$ cat src/rtl/arm_pkg.sv
// rtl/arm_pkg.sv - shared ALU command, shift type and status flag encodings for the ARM-subset pipeline
package arm_pkg;

  localparam logic [3:0] CMD_MOV = 4'b0001;
  localparam logic [3:0] CMD_ADD = 4'b0010;
  localparam logic [3:0] CMD_ADC = 4'b0011;
  localparam logic [3:0] CMD_SUB = 4'b0100;
  localparam logic [3:0] CMD_SBC = 4'b0101;
  localparam logic [3:0] CMD_AND = 4'b0110;
  localparam logic [3:0] CMD_ORR = 4'b0111;
  localparam logic [3:0] CMD_EOR = 4'b1000;
  localparam logic [3:0] CMD_MVN = 4'b1001;

  localparam logic [1:0] SH_LSL = 2'b00;
  localparam logic [1:0] SH_LSR = 2'b01;
  localparam logic [1:0] SH_ASR = 2'b10;
  localparam logic [1:0] SH_ROR = 2'b11;

  localparam int SR_N = 3;
  localparam int SR_Z = 2;
  localparam int SR_C = 1;
  localparam int SR_V = 0;

endpackage

$ cat src/rtl/val2_generator.sv
// rtl/val2_generator.sv - combinational second-operand generator (rotated immediate, memory offset, shifted register)
module val2_generator
  import arm_pkg::*;
#(
  parameter int WORD_W = 32
) (
  input  logic [WORD_W-1:0] val_rm_i,
  input  logic              imm_i,
  input  logic              mem_en_i,
  input  logic [11:0]       shift_operand_i,
  output logic [WORD_W-1:0] val2_o
);

  logic [2*WORD_W-1:0] dbl;
  logic [4:0]          amt;

  always_comb begin
    dbl    = '0;
    amt    = '0;
    val2_o = '0;
    if (imm_i) begin
      amt    = {shift_operand_i[11:8], 1'b0};
      dbl    = {{(WORD_W-8){1'b0}}, shift_operand_i[7:0],
                {(WORD_W-8){1'b0}}, shift_operand_i[7:0]} >> amt;
      val2_o = dbl[WORD_W-1:0];
    end else if (mem_en_i) begin
      val2_o = {{(WORD_W-12){1'b0}}, shift_operand_i};
    end else begin
      amt = shift_operand_i[11:7];
      case (shift_operand_i[6:5])
        SH_LSL: val2_o = val_rm_i << amt;
        SH_LSR: val2_o = val_rm_i >> amt;
        SH_ASR: val2_o = $signed(val_rm_i) >>> amt;
        SH_ROR: begin
          dbl    = {val_rm_i, val_rm_i} >> amt;
          val2_o = dbl[WORD_W-1:0];
        end
        default: val2_o = val_rm_i;
      endcase
    end
  end

endmodule

$ cat src/rtl/exe_stage.sv
// rtl/exe_stage.sv - execute stage: Val2, ALU with NZCV, branch target, status and EXE/MEM registers.
// Optional operand forwarding is built when FORWARDING_EN is defined.
module exe_stage
  import arm_pkg::*;
#(
  parameter int WORD_W = 32
) (
  input  logic              clk,
  input  logic              rst,
  input  logic              freeze,
  input  logic              flush,
  input  logic              WB_EN_IN,
  input  logic              MEM_R_EN_IN,
  input  logic              MEM_W_EN_IN,
  input  logic              B_IN,
  input  logic              S_IN,
  input  logic [3:0]        EXE_CMD_IN,
  input  logic [WORD_W-1:0] PC_IN,
  input  logic [WORD_W-1:0] Val_Rn_IN,
  input  logic [WORD_W-1:0] Val_Rm_IN,
  input  logic              imm_IN,
  input  logic [11:0]       Shift_operand_IN,
  input  logic [23:0]       Signed_imm_24_IN,
`ifdef FORWARDING_EN
  input  logic [1:0]        Sel_src1,
  input  logic [1:0]        Sel_src2,
  input  logic [WORD_W-1:0] MEM_ALU_Res,
  input  logic [WORD_W-1:0] WB_Value,
`endif
  input  logic [3:0]        Dest_IN,
  output logic              Br_taken,
  output logic [WORD_W-1:0] Br_addr,
  output logic [3:0]        SR,
  output logic              WB_EN,
  output logic              MEM_R_EN,
  output logic              MEM_W_EN,
  output logic [WORD_W-1:0] ALU_Res,
  output logic [WORD_W-1:0] Val_Rm,
  output logic [3:0]        Dest
);

  localparam int MSB = WORD_W - 1;

  logic [WORD_W-1:0] rn_op, rm_op, val2;
  logic [WORD_W:0]   sum;
  logic [WORD_W-1:0] alu_res_d;
  logic              c_d, v_d;
  logic [3:0]        sr_d;

  logic [3:0]        sr_q;
  logic              wb_en_q, mem_r_en_q, mem_w_en_q;
  logic [WORD_W-1:0] alu_res_q, val_rm_q;
  logic [3:0]        dest_q;

`ifdef FORWARDING_EN
  always_comb begin
    case (Sel_src1)
      2'b01:   rn_op = MEM_ALU_Res;
      2'b10:   rn_op = WB_Value;
      default: rn_op = Val_Rn_IN;
    endcase
    case (Sel_src2)
      2'b01:   rm_op = MEM_ALU_Res;
      2'b10:   rm_op = WB_Value;
      default: rm_op = Val_Rm_IN;
    endcase
  end
`else
  assign rn_op = Val_Rn_IN;
  assign rm_op = Val_Rm_IN;
`endif

  val2_generator #(.WORD_W(WORD_W)) u_val2 (
    .val_rm_i        (rm_op),
    .imm_i           (imm_IN),
    .mem_en_i        (MEM_R_EN_IN | MEM_W_EN_IN),
    .shift_operand_i (Shift_operand_IN),
    .val2_o          (val2)
  );

  assign Br_taken = B_IN & ~flush;
  assign Br_addr  = PC_IN + {{(WORD_W-26){Signed_imm_24_IN[23]}}, Signed_imm_24_IN, 2'b00};

  // Borrow shows up as bit WORD_W of the 33-bit difference, so C is its inverse.
  always_comb begin
    sum       = '0;
    alu_res_d = '0;
    c_d       = sr_q[SR_C];
    v_d       = sr_q[SR_V];
    case (EXE_CMD_IN)
      CMD_MOV: alu_res_d = val2;
      CMD_MVN: alu_res_d = ~val2;
      CMD_ADD, CMD_ADC: begin
        sum       = {1'b0, rn_op} + {1'b0, val2}
                  + {{WORD_W{1'b0}}, (EXE_CMD_IN == CMD_ADC) & sr_q[SR_C]};
        alu_res_d = sum[MSB:0];
        c_d       = sum[WORD_W];
        v_d       = (rn_op[MSB] == val2[MSB]) && (alu_res_d[MSB] != rn_op[MSB]);
      end
      CMD_SUB, CMD_SBC: begin
        sum       = {1'b0, rn_op} - {1'b0, val2}
                  - {{WORD_W{1'b0}}, (EXE_CMD_IN == CMD_SBC) & ~sr_q[SR_C]};
        alu_res_d = sum[MSB:0];
        c_d       = ~sum[WORD_W];
        v_d       = (rn_op[MSB] != val2[MSB]) && (alu_res_d[MSB] != rn_op[MSB]);
      end
      CMD_AND: alu_res_d = rn_op & val2;
      CMD_ORR: alu_res_d = rn_op | val2;
      CMD_EOR: alu_res_d = rn_op ^ val2;
      default: alu_res_d = '0;
    endcase
    sr_d = {alu_res_d[MSB], (alu_res_d == '0), c_d, v_d};
  end

  always_ff @(posedge clk) begin
    if (rst) begin
      sr_q <= '0;
    end else if (S_IN && !flush && !freeze) begin
      sr_q <= sr_d;
    end
  end

  always_ff @(posedge clk) begin
    if (rst) begin
      wb_en_q    <= 1'b0;
      mem_r_en_q <= 1'b0;
      mem_w_en_q <= 1'b0;
      alu_res_q  <= '0;
      val_rm_q   <= '0;
      dest_q     <= '0;
    end else if (!freeze) begin
      wb_en_q    <= WB_EN_IN & ~flush;
      mem_r_en_q <= MEM_R_EN_IN & ~flush;
      mem_w_en_q <= MEM_W_EN_IN & ~flush;
      alu_res_q  <= alu_res_d;
      val_rm_q   <= rm_op;
      dest_q     <= Dest_IN;
    end
  end

  assign SR       = sr_q;
  assign WB_EN    = wb_en_q;
  assign MEM_R_EN = mem_r_en_q;
  assign MEM_W_EN = mem_w_en_q;
  assign ALU_Res  = alu_res_q;
  assign Val_Rm   = val_rm_q;
  assign Dest     = dest_q;

endmodule

$ cat config.mk
export PLATFORM = sky130hd
export DESIGN_NAME = exe_stage
export DESIGN_NICKNAME = d
export VERILOG_FILES = /design/src/rtl/arm_pkg.sv /design/src/rtl/val2_generator.sv /design/src/rtl/exe_stage.sv
export SDC_FILE = /design/constraint.sdc
export NUM_CORES = 1
export LEC_CHECK = 0
export BUFFER_PORTS_ARGS = -buffer_cell sky130_fd_sc_hd__buf_4
export CORE_AREA = 2 2 139 242
export DETAILED_ROUTE_END_ITERATION = 16
export DIE_AREA = 0 0 141 244
export PLACE_DENSITY = 0.79
export SYNTH_ARGS = -nofsm -noshare
export SYNTH_HDL_FRONTEND = slang
export SYNTH_SLANG_ARGS = --single-unit
$ cat constraint.sdc
create_clock -name clk -period 7.2 [get_ports clk]
set_clock_uncertainty 0.05 [all_clocks]
set_input_delay 1.44 -clock clk [delete_from_list [all_inputs] [get_ports clk]]
set_output_delay 1.44 -clock clk [all_outputs]
set_load 0.01 [all_outputs]
==> impl_metrics.json, run 1 <==
{
  "status": "aborted with a tool error",
  "flow.stopped_at": "5_1_grt",
  "stop_error": "[ERROR GRT-0116] Global routing finished with congestion. Check the congestion regions in the DRC Viewer.",
  "num_rows": 87,
  "cts-htree-levels": 3,
  "grt_pass1_vias": 25600,
  "yosysWarnings": 0,
  "floorplan.initialDensity_pct": 54.3,
  "post-synth-top-area-fraction_pct": 11.0,
  "yosys-top-cells-area": "ha_1, dfxtp_1, mux2i_1, mux4_2, nor2_1",
  "cts_root_buffer": "clkbuf_16",
  "synth_seq_cells": 75,
  "clk_path_buf_depth": 2,
  "grt_max_degree": 77,
  "synth_nets": 2639,
  "die_x_um": 141,
  "syn_inst": 2329,
  "routabilityCongestion": 1.30,
  "io_buffers": 253,
  "clock_sinks": 75,
  "post_cts_buffers": 0,
  "die_h_um": 244,
  "ys_seq_area_share_pct": 8.55,
  "overflow": 176,
  "io_pins": 258,
  "cts_buffers": 9,
  "synth_edf_count": 0,
  "syn_avg_cell_area_um2": 7.54,
  "grt_pass1_wl_um": 170000,
  "synth_area_um2": 17600,
  "ys.flop_type": "dfxtp_1",
  "pre_cts_ws_ns": -0.376,
  "grt_util_all_layers_pct": 64.3,
  "synth_top_cell_by_area": "ha_1",
  "synth_cell_types": 110,
  "cts_hold_buf": 0,
  "hpwlAfterDp_um": 78000,
  "ys_async_sr_fraction_pct": 0
}
## metrics by stage
step	hold WS [ns]	TNS [ns]	cell area, um^2	instances
after CTS	0.420	0	23500	3371
after global placement	0.401	-1.66	23200	3355
after floorplan	0.419	0	17600	2329
after detailed placement	0.411	-2.67	23200	3355
## what timing repair did
item / CTS
pin swaps: 0
resized for setup: 2
setup endpoints to repair: 3
## kinds of logic after synthesis
| logic type | after synthesis | share of synthesized area (%) |
|---|---|---|
| AND/OR/NAND/NOR | 719 | 19.5 |
| XOR/XNOR | 71 | 3.59 |
| flip-flops | 75 | 8.55 |
| AO/OA/AOI/OAI | 706 | 27.9 |
| buffers and inverters | 344 | 9.62 |
| multiplexers | 254 | 19.2 |
| adder cells (fa/ha/maj) | 160 | 11.6 |
## synth_stat cells, drive strengths merged (13+ instances only)
master and instances:
mux2i 143, o21a 18, o31ai 18, xnor2 52
a221oi 25, a31oi 31, or2 17, nor4 17
o22ai 53, a21o 26, nor2b 36, inv 152
nor3 62, o221ai 31, xor2 19, ha 155
o211ai 24, clkbuf 104, nand2b 24, a21oi 164
and2 13, nand3 61, o311ai 15, or3 20
dfxtp 75, nor2 255, and3 14, a211oi 35
mux4 57, mux2 54, nand2 158, o21ai 116
buf 82
## routing by layer
layer	track usage, %	overflow
met1	62.1	0
met2	89.9	107
met3	38.0	2
met4	69.0	67
met5	2.63	0
==> inputs of run 2 (changes only) <==
Settings changed: CORE_AREA 2 2 139 242 to 2 2 213 215, DIE_AREA 0 0 141 244 to 0 0 215 217, PLACE_DENSITY 0.79 to default, PLACE_DENSITY_LB_ADDON from default to 0.15.
Clock period 7.2 ns to 9.4 ns, I/O delays scaled along.
==> impl_metrics.json, run 2 <==
{
  "status": "completed",
  "wl_um": 92800,
  "r2r.worst_path.cells": 19,
  "yosysWarnings": 0,
  "ir_drop_mv": 0.144,
  "min-delay-start": "ALU_Res[12]$_SDFFE_PP0N_",
  "p_total_mw": 2.09,
  "drtPass1Iterations": 8,
  "synth_compound_area_share_pct": 27.9,
  "min_path_cells": 2,
  "crit_fanout": 70,
  "arrival_ns": 9.26,
  "area_growth_pct": 14.9,
  "core_area_um2": 44700,
  "cts_hold_buf": 0,
  "clk_path_buf_depth": 2,
  "routabilityCongestion": 1.08,
  "yosys-top-cells-area": "ha_1, dfxtp_1, mux2i_1, mux4_2, nor2_1",
  "setup.worst_path.end_class": "register",
  "synth_xor_area_share_pct": 3.59,
  "fmax_mhz": 111,
  "drive_above_1_share_pct": 21.3,
  "antenna_found_initial": 4,
  "die_h_um": 217,
  "synth_area_um2": 17600,
  "io_buffers": 253,
  "floorplan.initialDensity_pct": 39.3,
  "synth_seq_cells": 75,
  "grt_max_degree": 77,
  "synth_cell_types": 110,
  "synth-simple-area-share_pct": 19.5,
  "crit_required_ns": 9.62,
  "grt_util_all_layers_pct": 38.6,
  "dpl.cell_count": 3094,
  "final_cell_count_no_fill": 3113,
  "post-synth-top-area-fraction_pct": 11.0,
  "post_drt_wl_per_cell_um": 29.8,
  "synthMuxAreaShare_pct": 19.2,
  "ant_nets": 0,
  "cts_root_buffer": "clkbuf_16",
  "grt_pass1_wl_um": 135000,
  "critPathBufInv": 5,
  "syn_inst": 2329,
  "setup_viol": 0,
  "rrSetupSlack_ns": 3.80,
  "cp-start-kind": "input port",
  "rsz0062_at_grt": "no",
  "ys_seq_area_share_pct": 8.55,
  "fin_crit_sh_pct": 96.1,
  "ys_async_sr_fraction_pct": 0,
  "num_rows": 78,
  "vias_per_cell": 6.65,
  "cts_tree": "done",
  "synth_nets": 2639,
  "cts_buffers": 9,
  "critPathTopFamily": "compound AO/OA/AOI/OAI gates",
  "synth_edf_count": 0,
  "layout_common_cells": "buf_4, nor2_1, a21oi_1",
  "min_period_ns": 9.04,
  "slowest_delay_ns": 0.85,
  "die_x_um": 215,
  "rr_startpoint": "SR[1]$_SDFFE_PP0P_",
  "timing.rr.end": "SR[1]$_SDFFE_PP0P_",
  "nets": 2815,
  "cts-resized-gates": 0,
  "post_cts_buffers": 0,
  "grt_pass1_vias": 19500,
  "drc_errors": 0,
  "clock_latency_ns": 0.34,
  "cts-htree-levels": 3,
  "synth_top_cell_by_area": "ha_1",
  "hpwlAfterDp_um": 71200,
  "drv_cap": 0,
  "tightest_slew_ns": 1.30,
  "crit_type": "in -> reg",
  "syn_avg_cell_area_um2": 7.54,
  "vias": 20700,
  "hold_violations": 0,
  "dieArea_um2": 46700,
  "cts.clk_slew.worst_paths_ns": 0.06,
  "layout_commonest_cell": "buf_4",
  "ys.flop_type": "dfxtp_1",
  "overflow": 0,
  "io_pins": 258,
  "synthAdderAreaFrac_pct": 11.6,
  "hold_path_class": "reg -> reg",
  "synth_commonest_cells": "nor2_1, a21oi_1, nand2_1",
  "tns_ns": 0,
  "drt_iter0_markers": 3179,
  "min_to": "ALU_Res[12]$_SDFFE_PP0N_",
  "synth_top_family_by_area": "compound AO/OA/AOI/OAI gates",
  "p_per_area_nw_per_um2": 104,
  "clock_sinks": 75,
  "p_leak_nw": 8.65,
  "relSlewSlack_pct": 12.1,
  "synth.most_common_cell": "nor2_1",
  "slowest_stage": "a222oi_1",
  "drv_slew": 0
}
==> run 2: cell counts after synthesis <==
No cell type changed its count.
==> run 2: final cells by class <==
type | instances | area (um^2)
fill | 4678 | 24500
sequential | 75 | 1500
inverter | 154 | 578
timing repair buffer | 355 | 2680
tap | 600 | 751
clock buffer | 11 | 233
antenna | 3 | 7.51
multi-input combinational | 1910 | 14400
clock inverter | 5 | 37.5
==> run 2: per-layer routing <==
layer / part of all wire (%) / global-route usage, % / vias up
li1: - / - / 9049
met1: 43 / 54.4 / 9925
met2: 40 / 55.6 / 1469
met3: 12 / 9.29 / 243
met4: 4.9 / 16.9 / 2
met5: 0.011 / 0 / -
==> run 2: cells by family after synthesis <==
logic type	count (synthesis)
xor gates and xnor gates	71
muxes	254
AOI/OAI and AO/OA	706
and+or+nand+nor	719
DFF	75
buffers and inverters	344
adders and majority gates	160
==> run 2: how the worst max path moves through the flow <==
stage	start	end	slack, ns	depth (start not counted)
final	Shift_operand_IN[7]	SR[2]$_SDFFE_PP0P_	0.36	26
after global routing	Shift_operand_IN[7]	SR[2]$_SDFFE_PP0P_	0.08	24
after global placement	Shift_operand_IN[7]	SR[2]$_SDFFE_PP0P_	0.52	26
after CTS	Shift_operand_IN[7]	SR[1]$_SDFFE_PP0P_	0.86	22
after detailed placement	Shift_operand_IN[7]	SR[1]$_SDFFE_PP0P_	0.52	22
after floorplan	Shift_operand_IN[8]	SR[1]$_SDFFE_PP0P_	1.87	25
==> run 2: worst register-to-register path, cell delays in order, from the launching register on <==
cell      delay [ns]
dfxtp_1         0.46
inv_1           0.14
and3_1          0.19
fa_1            0.53
inv_1           0.05
ha_1            0.17
or2_2           0.31
fa_1            0.48
nand2b_1        0.19
a31oi_1         0.37
o221a_2         0.32
a21oi_1         0.08
or3_1           0.48
o31ai_2         0.43
o211ai_1        0.19
o311ai_1        0.41
nor2b_1         0.09
o21ai_0         0.22
mux2i_1         0.21
a211oi_1        0.09
==> run 2: metrics by stage <==
| stage | hold WS (ns) | area [um^2] | setup WS (ns) | util (%) |
|---|---|---|---|---|
| 6_report | 0.430 | 20200 | 0.364 | 45.1 |
| 5_1_grt | 0.460 | 20200 | 0.0777 | 45.1 |
| 4_1_cts | 0.429 | 20200 | 0.859 | 45.1 |
| 3_5_place_dp | 0.418 | 19900 | 0.518 | 44.5 |
| 3_3_place_gp | 0.407 | 19900 | 0.518 | 44.5 |
| 2_1_floorplan | 0.419 | 17600 | 1.87 | - |
==> run 2: report_power, final <==
| group | internal, mW | switching [mW] | leakage [nW] |
|---|---|---|---|
| combinational | 0.541 | 0.882 | 7.91 |
| sequential | 0.339 | 0.0120 | 0.616 |
| clock | 0.180 | 0.137 | 0.126 |
| total | 1.06 | 1.03 | 8.65 |
Power figures use the tool's default switching activity.
==> inputs of run 3 (changes only) <==
Settings changed: CELL_PAD_IN_SITES_DETAIL_PLACEMENT from default to 0, CELL_PAD_IN_SITES_GLOBAL_PLACEMENT from default to 2, CORE_AREA 2 2 213 215 to 2 2 227 229, DIE_AREA 0 0 215 217 to 0 0 229 231.
Clock period 9.4 ns to 9.7 ns, I/O delays scaled along.
==> impl_metrics.json, run 3 (synthesis results as in run 2) <==
{
  "vias_per_cell": 6.46,
  "slowest_stage": "nor4_1",
  "die_h_um": 231,
  "fillers": 5426,
  "rr_startpoint": "SR[1]$_SDFFE_PP0P_",
  "overflow": 0,
  "clock_sinks": 75,
  "setup.worst_path.end_class": "register",
  "setup_viol": 0,
  "relSlewSlack_pct": 22.5,
  "dieArea_um2": 52900,
  "fin_crit_sh_pct": 92.6,
  "hold_path_class": "reg -> reg",
  "crit_required_ns": 9.93,
  "layout_commonest_cell": "buf_4",
  "timing.final.ws_setup_ns": 0.720,
  "cts_hold_buf": 0,
  "hold_violations": 0,
  "core_area_um2": 50700,
  "drive_above_1_share_pct": 20.9,
  "n_antenna_cell": 0,
  "cp-start-kind": "input port",
  "cts_root_buffer": "clkbuf_16",
  "tightest_slew_ns": 1.16,
  "clock_latency_ns": 0.35,
  "arrival_ns": 9.21,
  "drtPass1Iterations": 8,
  "crit_fanout": 70,
  "grt_max_degree": 77,
  "antenna_found_initial": 1,
  "drc_errors": 0,
  "crit_chain": "buf_6, buf_4, mux2i_1, nor2_1, o311ai_0, a21o_1, a21oi_1, fa_1, inv_1, ha_1, or2_2, fa_1, nand2b_1, a31oi_1, o221ai_1, nor2_1, nor2_1, a211oi_1, nand4b_1, nor4_1, o2111ai_1, nor4_1, nand4_1, o21ai_1",
  "crit_type": "in -> reg",
  "grt_pass1_wl_um": 133000,
  "p_per_area_nw_per_um2": 102,
  "post_cts_buffers": 0,
  "slowest_delay_ns": 0.71,
  "grt_util_all_layers_pct": 33.6,
  "layout_common_cells": "buf_4, nor2_1, a21oi_1",
  "area_growth_pct": 15.0,
  "tns_ns": 0,
  "routabilityCongestion": 1.09,
  "wl_um": 92000,
  "drt_iter0_markers": 2853,
  "critPathLaunch": "Shift_operand_IN[7]",
  "nets": 2799,
  "ir_drop_mv": 0.175,
  "grt_pass1_vias": 19100,
  "io_pins": 258,
  "pre_cts_ws_ns": 0.474,
  "clk_path_buf_depth": 2,
  "num_rows": 83,
  "vias": 20500,
  "floorplan.initialDensity_pct": 34.6,
  "drv_slew": 0,
  "cts_buffers": 9,
  "hpwlAfterDp_um": 71000,
  "cts-resized-gates": 0,
  "io_buffers": 253,
  "fmax_mhz": 111,
  "cts_tree": "done",
  "drv_cap": 0,
  "cts.clk_slew.worst_paths_ns": 0.06,
  "ant_nets": 0,
  "die_x_um": 229,
  "rsz0062_at_grt": "no",
  "cts-htree-levels": 3,
  "min-delay-start": "ALU_Res[12]$_SDFFE_PP0N_",
  "post_drt_wl_per_cell_um": 29.0,
  "status": "completed",
  "min_period_ns": 8.98,
  "p_leak_nw": 8.60,
  "crit_top_cell": "nor2_1"
}
run 3: changes by cell type in the layout (fill, tap and decap cells not counted), moves of 2 or more:
cell      delta
buf_4       -17
nor2_1       +2
nor2_2       -2
diode_2      -3
clkbuf_1     -2
run 3: layer usage:
layer | global-route usage (%) | vias to the layer above | share of wire [%]
met3 | 8.33 | 225 | 11
li1 | - | 9020 | -
met2 | 48.2 | 1371 | 40
met4 | 14.9 | 0 | 5.2
met1 | 47.0 | 9892 | 44
met5 | 0 | - | 0
run 3: report_power, final:
group	switching (mW)	total (mW)	internal [mW]
clock	0.146	0.349	0.203
combinational	0.849	1.37	0.518
sequential	0.0109	0.339	0.328
total	1.01	2.06	1.05
run 3: final timing paths:
kind	to	slack, ns	cells after the start
max	SR[2]$_SDFFE_PP0P_	0.72	24
min	ALU_Res[12]$_SDFFE_PP0N_	0.41	2
max reg2reg	SR[2]$_SDFFE_PP0P_	3.94	19
min reg2reg	ALU_Res[12]$_SDFFE_PP0N_	0.41	2
run 3: final cells by class:
class	instances	area, um^2	share of cell area (%)
Sequential cell	75	1500	7.44
Inverter	154	578	2.86
Tap cell	680	851	4.21
Clock inverter	7	82.6	0.409
Multi-Input combinational cell	1910	14400	71.2
Clock buffer	9	225	1.12
Timing Repair Buffer	339	2570	12.7
run 3: worst max-delay path, delay by kind of cell:
kind	cells	cell delay, ns
buf+inv	3	1.00
simple gates	9	2.20
compound gates	8	2.37
mux	1	0.38
fa+ha+maj	3	1.26
run 3: through the flow:
stage / area (um^2) / instances / hold slack, ns / util [%] / total power, mW
2_1_floorplan: 17600 / 2329 / 0.419 / - / 1.18
3_3_place_gp: 19900 / 3158 / 0.406 / 39.2 / 1.68
3_5_place_dp: 19900 / 3158 / 0.402 / 39.2 / 1.67
4_1_cts: 20200 / 3174 / 0.412 / 39.8 / 2.02
5_1_grt: 20200 / 3174 / 0.433 / 39.8 / 2.16
6_report: 20200 / 3174 / 0.413 / 39.8 / 2.06
